`config.mk`:
```
export PLATFORM = sky130hd
export DESIGN_NAME = mul_div_sched
export DESIGN_NICKNAME = d
export VERILOG_FILES = /design/src/rtl/mul_div_sched.sv
export SDC_FILE = /design/constraint.sdc
export NUM_CORES = 1
export LEC_CHECK = 0
export ABC_CLOCK_PERIOD_IN_PS = 3500
export BUFFER_PORTS_ARGS = -buffer_cell sky130_fd_sc_hd__buf_2
export CORE_MARGIN = 2
export CORE_UTILIZATION = 45
export CTS_BUF_LIST = sky130_fd_sc_hd__clkbuf_16
export DETAILED_ROUTE_END_ITERATION = 10
export GPL_TIMING_DRIVEN = 0
export HOLD_SLACK_MARGIN = 0.12
export MAX_ROUTING_LAYER = met4
export PLACE_DENSITY = 0.74
export SLEW_MARGIN = 20
export SYNTH_ARGS = -nofsm -noshare
export SYNTH_HDL_FRONTEND = slang
export SYNTH_SLANG_ARGS = --single-unit
```
`constraint.sdc`:
```
create_clock -name clk -period 3.5 [get_ports clk]
set_input_delay 0.525 -clock clk [delete_from_list [all_inputs] [get_ports clk]]
set_output_delay 0.525 -clock clk [all_outputs]
set_load 0.01 [all_outputs]
```
`src/rtl/mul_div_sched.sv`:
```
// Multiply/divide issue scheduler with a shared writeback port.
// Multiplies are fixed-latency and win writeback; a colliding divide result is held.
module mul_div_sched #(
    parameter int WORD_WIDTH = 32,
    parameter int ROB_AW     = 5,
    parameter int MUL_LAT    = 3
) (
    input  logic                  clk,
    input  logic                  rst_n,
    input  logic                  iq_valid,
    input  logic                  iq_is_div,
    input  logic [ROB_AW-1:0]     iq_pdst,
    output logic                  iq_ready,
    input  logic                  flush,
    output logic                  mul_issue,
    input  logic [WORD_WIDTH-1:0] mul_result,
    output logic                  div_issue,
    output logic                  div_kill,
    input  logic                  div_done,
    input  logic [WORD_WIDTH-1:0] div_result,
    output logic                  wb_valid,
    output logic [ROB_AW-1:0]     wb_pdst,
    output logic [WORD_WIDTH-1:0] wb_data,
    output logic                  wb_is_div
);

    typedef enum logic [1:0] {
        IDLE = 2'd0,
        BUSY = 2'd1,
        HOLD = 2'd2
    } div_state_t;

    div_state_t div_state;
    div_state_t div_state_nxt;

    logic [MUL_LAT-1:0] pipe_vld;
    logic [ROB_AW-1:0]  pipe_tag [MUL_LAT];

    logic                  accept;
    logic                  mul_emerge;
    logic                  hold_load;
    logic [ROB_AW-1:0]     div_tag;
    logic [WORD_WIDTH-1:0] hold_data;

    assign mul_emerge = pipe_vld[MUL_LAT-1];

    // Divides need a free divider; multiplies stall only while a divide result waits.
    always_comb begin
        iq_ready = 1'b0;
        if (iq_is_div) begin
            iq_ready = (div_state == IDLE);
        end else begin
            iq_ready = (div_state != HOLD);
        end
    end

    // Handshake; gated by reset so nothing issues while the block is held in reset.
    always_comb begin
        accept    = rst_n && iq_valid && iq_ready && !flush;
        mul_issue = accept && !iq_is_div;
        div_issue = accept && iq_is_div;
        div_kill  = flush && (div_state == BUSY);
    end

    // Multiply tracking pipe: the tag emerges exactly MUL_LAT cycles after issue.
    always_ff @(posedge clk or negedge rst_n) begin
        if (!rst_n) begin
            pipe_vld <= '0;
            for (int i = 0; i < MUL_LAT; i++) begin
                pipe_tag[i] <= '0;
            end
        end else if (flush) begin
            pipe_vld <= '0;
        end else begin
            pipe_vld[0] <= mul_issue;
            pipe_tag[0] <= iq_pdst;
            for (int i = 1; i < MUL_LAT; i++) begin
                pipe_vld[i] <= pipe_vld[i-1];
                pipe_tag[i] <= pipe_tag[i-1];
            end
        end
    end

    // Divider FSM state register.
    always_ff @(posedge clk or negedge rst_n) begin
        if (!rst_n) begin
            div_state <= IDLE;
        end else begin
            div_state <= div_state_nxt;
        end
    end

    // Divider FSM next state; a done that collides with a multiply parks in HOLD.
    always_comb begin
        div_state_nxt = div_state;
        hold_load     = 1'b0;
        if (flush) begin
            div_state_nxt = IDLE;
        end else begin
            unique case (div_state)
                IDLE: begin
                    if (div_issue) begin
                        div_state_nxt = BUSY;
                    end
                end
                BUSY: begin
                    if (div_done) begin
                        hold_load     = mul_emerge;
                        div_state_nxt = mul_emerge ? HOLD : IDLE;
                    end
                end
                HOLD: begin
                    if (!mul_emerge) begin
                        div_state_nxt = IDLE;
                    end
                end
                default: begin
                    div_state_nxt = IDLE;
                end
            endcase
        end
    end

    // Divide tag and held result; flush drops whatever was held.
    always_ff @(posedge clk or negedge rst_n) begin
        if (!rst_n) begin
            div_tag   <= '0;
            hold_data <= '0;
        end else begin
            if (div_issue) begin
                div_tag <= iq_pdst;
            end
            if (flush) begin
                hold_data <= '0;
            end else if (hold_load) begin
                hold_data <= div_result;
            end
        end
    end

    // Writeback mux: multiply first, then held divide, then a fresh divide done.
    always_comb begin
        wb_valid  = 1'b0;
        wb_pdst   = '0;
        wb_data   = '0;
        wb_is_div = 1'b0;
        if (!flush) begin
            if (mul_emerge) begin
                wb_valid = 1'b1;
                wb_pdst  = pipe_tag[MUL_LAT-1];
                wb_data  = mul_result;
            end else if (div_state == HOLD) begin
                wb_valid  = 1'b1;
                wb_pdst   = div_tag;
                wb_data   = hold_data;
                wb_is_div = 1'b1;
            end else if (div_state == BUSY && div_done) begin
                wb_valid  = 1'b1;
                wb_pdst   = div_tag;
                wb_data   = div_result;
                wb_is_div = 1'b1;
            end
        end
    end

endmodule

```
==> impl_metrics.csv <==
group,metric,value,unit
floorplan,core_area,6681,µm²
sta,number_of_pins_with_negative_max_slew_slack_in_the_final_report,0,
job,drv_cap,0,
critical_path,timing.rr.start,"pipe_vld[2]",
drt,viasPerCell,5.480,
cts,clock-root-buffer,"sky130_fd_sc_hd__clkbuf_16",
floorplan,design.die.area,7488,µm²
sta,post-route-min-period,2.681,ns
drt,drtPass1Iterations,4,
critical_path,worst-endpoint-arrival,2.16,ns
pwr,power.ir.vdd_worst,250.8,µV
synth,yosys_warnings,0,
sta,timing_worst_slew_pin_value,0.7598,ns
worst_hold_path,min_path_type,"input pin to asynchronous set/reset pin",
drt,ant_nets,0,
synth,synth_fp_nets,408,
sta,timing.fmax,373.0,MHz
sta,finalHoldViolCount,0,
sta,slew_headroom,0.4935,
cts,cts_setup_buffers,0,
synth,synth_seq_cells,57,
global_route,grt_first_pass_wirelength,13560,µm
cts,clock_latency,0.32,ns
global_route,initial_antenna_violation_count,0,
cts,clk_pin_slew_worst_paths,0.05,ns
cts,hold_buffers_post_cts,0,
drt,met3_length,469,µm
synth,avgSynthCellArea,9.206,µm²
synth,postSynth.asyncResetShare,1.000,
synth,synth-main-ff-cell,"sky130_fd_sc_hd__dfrtp_1",
sta,rsz0062_at_grt,"false",
pwr,p_leak,0.001837,µW
drt,detail_route.iter0.violations,142,
drt,met1_layer_wirelength_in_the_final_routing,3703,µm
cts,number_of_buffers_inserted_during_clock_tree_synthesis,9,
pwr,overall_power_of_the_completed_layout,1607,µW
final_layout,area_delta_synth_final,30.41,%
synth,synth_seq_area_share,0.4653,
floorplan,core.rowCount,30,
critical_path,timing.reg2reg.setup_slack,1.72,ns
final_layout,ff_latch_area,1426,µm²
sta,setup-tns-final,0,ns
synth,yosys.cell_types.count,24,
sta,ratio_of_final_minimum_period_to_clock_period,0.7660,
pwr,power_density,402.1,nW/µm²
floorplan,floorplan.die.width,86.54,µm
global_route,grt_pass1_vias,2797,
final_layout,layout.nets,536,
drt,routed.top_layer,"met4",
critical_path,path_max_fanout,10,
placement,place_congestion,0.7982,
drt,routed_wirelength,8500,µm
final_layout,drive_gt1_frac,0.3039,
placement,port_buffers,117,
floorplan,floorplan.initialDensity,0.4588,
placement,post-dp-hpwl,6026,µm
global_route,globalRouteTotalUtil,0.2362,
drt,met2RoutedLength,4199,µm
critical_path,worstSetupStartpoint,"pipe_vld[2]",
final_layout,finish.instance_area,3998,µm²
final_layout,antenna_cells_inserted,0,
final_layout,multiInputGateArea,1495,µm²
critical_path,critical_path.endpoint_type,"output pin",
cts,cts.sink_count,57,
synth,cell_count_after_synthesis,333,
cts,tritoncts,"yes",
drt,wl_per_cell,15.63,µm
final_layout,postLayoutCoreUtil,0.5983,
critical_path,required_time_of_the_critical_path,2.97,ns
global_route,grt-ovfl-total,0,
outcome,run_status,"complete, no violations",
placement,placement.cell_area,3754,µm²
drt,drc,0,
sta,timing.final.setup_violations,0,
synth,synth_enable_flop_cells,0,
cts,maximum_buffer_depth_of_the_clock_tree,2,
synth,netlist_area,3065,µm²
final_layout,num-fill-cells,586,
cts,htree_num_levels,3,
floorplan,die_h,86.54,µm
critical_path,timing.setup.critical_path_class,"register to output pin",
drt,num_vias,2981,
critical_path,worst_setup_path_start_kind,"register",
floorplan,ios,118,
sta,maximum_clock_skew_at_final_layout,0.004069,ns
global_route,grt_start_max_net_pins,59,
cts,cts_repair_resize_count,0,
-- critical path, stage by stage, from the launching register on --
cell	delay [ns]
sky130_fd_sc_hd__dfrtp_1	0.34
sky130_fd_sc_hd__clkbuf_1	0.44
sky130_fd_sc_hd__buf_1	0.51
sky130_fd_sc_hd__a221oi_1	0.10
sky130_fd_sc_hd__nor3_1	0.26
sky130_fd_sc_hd__buf_2	0.18
-- routing by layer --
layer	up-vias	track usage
li1	1439	-
met1	1433	0.3089
met2	97	0.3748
met3	12	0.04857
met4	0	0.06818
met5	-	-
-- state kept, by name (all words and copies together) (netlist names) --
signal	cells
pipe_vld	3
hold_data	32
div_tag	5
pipe_tag	15
div_state	2
-- through the flow --
stage	instances	setup slack, ns	hold slack (ns)
after floorplan	333	1.480	0.2294
after global placement	530	0.4106	0.4454
after detailed placement	530	0.8158	0.4505
after CTS	544	0.7660	0.3045
after global routing	544	0.6644	0.3418
final	544	0.8191	0.2730
-- placed cells by master, fill, tap and decap left out --
cell type and instances:
sky130_fd_sc_hd__a21oi_1 34, sky130_fd_sc_hd__a221oi_1 32, sky130_fd_sc_hd__and3b_1 1, sky130_fd_sc_hd__and4b_1 1, sky130_fd_sc_hd__buf_1 5, sky130_fd_sc_hd__buf_2 120, sky130_fd_sc_hd__buf_4 2, sky130_fd_sc_hd__clkbuf_1 23
sky130_fd_sc_hd__clkbuf_16 9, sky130_fd_sc_hd__clkinv_1 2, sky130_fd_sc_hd__dfrtp_1 57, sky130_fd_sc_hd__inv_1 4, sky130_fd_sc_hd__inv_2 2, sky130_fd_sc_hd__mux2_1 15, sky130_fd_sc_hd__mux2_4 5, sky130_fd_sc_hd__mux2i_1 5
sky130_fd_sc_hd__nand2_1 64, sky130_fd_sc_hd__nand3b_4 1, sky130_fd_sc_hd__nand4b_1 1, sky130_fd_sc_hd__nor2_1 6, sky130_fd_sc_hd__nor2b_1 35, sky130_fd_sc_hd__nor3_1 35, sky130_fd_sc_hd__nor3b_1 2, sky130_fd_sc_hd__o31ai_2 1
sky130_fd_sc_hd__or3b_2 1, sky130_fd_sc_hd__or4b_1 1
-- power breakdown --
part	total [µW]	switching (µW)	internal, µW
registers	721	20.2	700
logic	161	78.4	82.1
clock network	726	271	455
-- synth_stat cells (4+ instances only) --
cell type                  count  share of area
sky130_fd_sc_hd__nand2_1      64          0.078
sky130_fd_sc_hd__dfrtp_1      57           0.47
sky130_fd_sc_hd__nor2b_1      35          0.071
sky130_fd_sc_hd__nor3_1       35          0.057
sky130_fd_sc_hd__a21oi_1      34          0.056
sky130_fd_sc_hd__a221oi_1     32          0.091
sky130_fd_sc_hd__clkbuf_1     23          0.028
sky130_fd_sc_hd__mux2_1       15          0.055
sky130_fd_sc_hd__nor2_1        6         0.0073
sky130_fd_sc_hd__buf_1         5         0.0061
sky130_fd_sc_hd__mux2_4        5          0.024
sky130_fd_sc_hd__mux2i_1       5          0.016
sky130_fd_sc_hd__buf_2         4         0.0065
-- logic make-up (layout without fill, tap and decap cells) --
group | count (synthesis) | in the layout | share of synthesized area
flops | 57 | 57 | 0.4653
simple gates | 148 | 148 | 0.2408
mux | 25 | 25 | 0.09592
buf+inv | 36 | 167 | 0.04694
compound gates | 67 | 67 | 0.1510
-- worst paths after layout --
| path | endpoint | cells after the start |
|---|---|---|
| setup / recovery | wb_data[19] | 5 |
| hold / removal | pipe_tag[10] | 1 |
| setup reg to reg | hold_data[9] | 5 |
| hold reg to reg | pipe_vld[1] | 1 |
| max in group asynchronous | pipe_vld[2] | 1 |
| min in group clk | pipe_vld[0] | 2 |
-- layout make-up --
| cell class | count | area share |
|---|---|---|
| Sequential cell | 57 | 0.3568 |
| Clock inverter | 5 | 0.004695 |
| Inverter | 3 | 0.002817 |
| Clock buffer | 9 | 0.05634 |
| Multi-Input combinational cell | 240 | 0.3740 |
| Tap cell | 80 | 0.02504 |
| Buffer | 33 | 0.03318 |
| Timing Repair Buffer | 117 | 0.1471 |
Note: power is estimated with default switching activity, not from simulation.
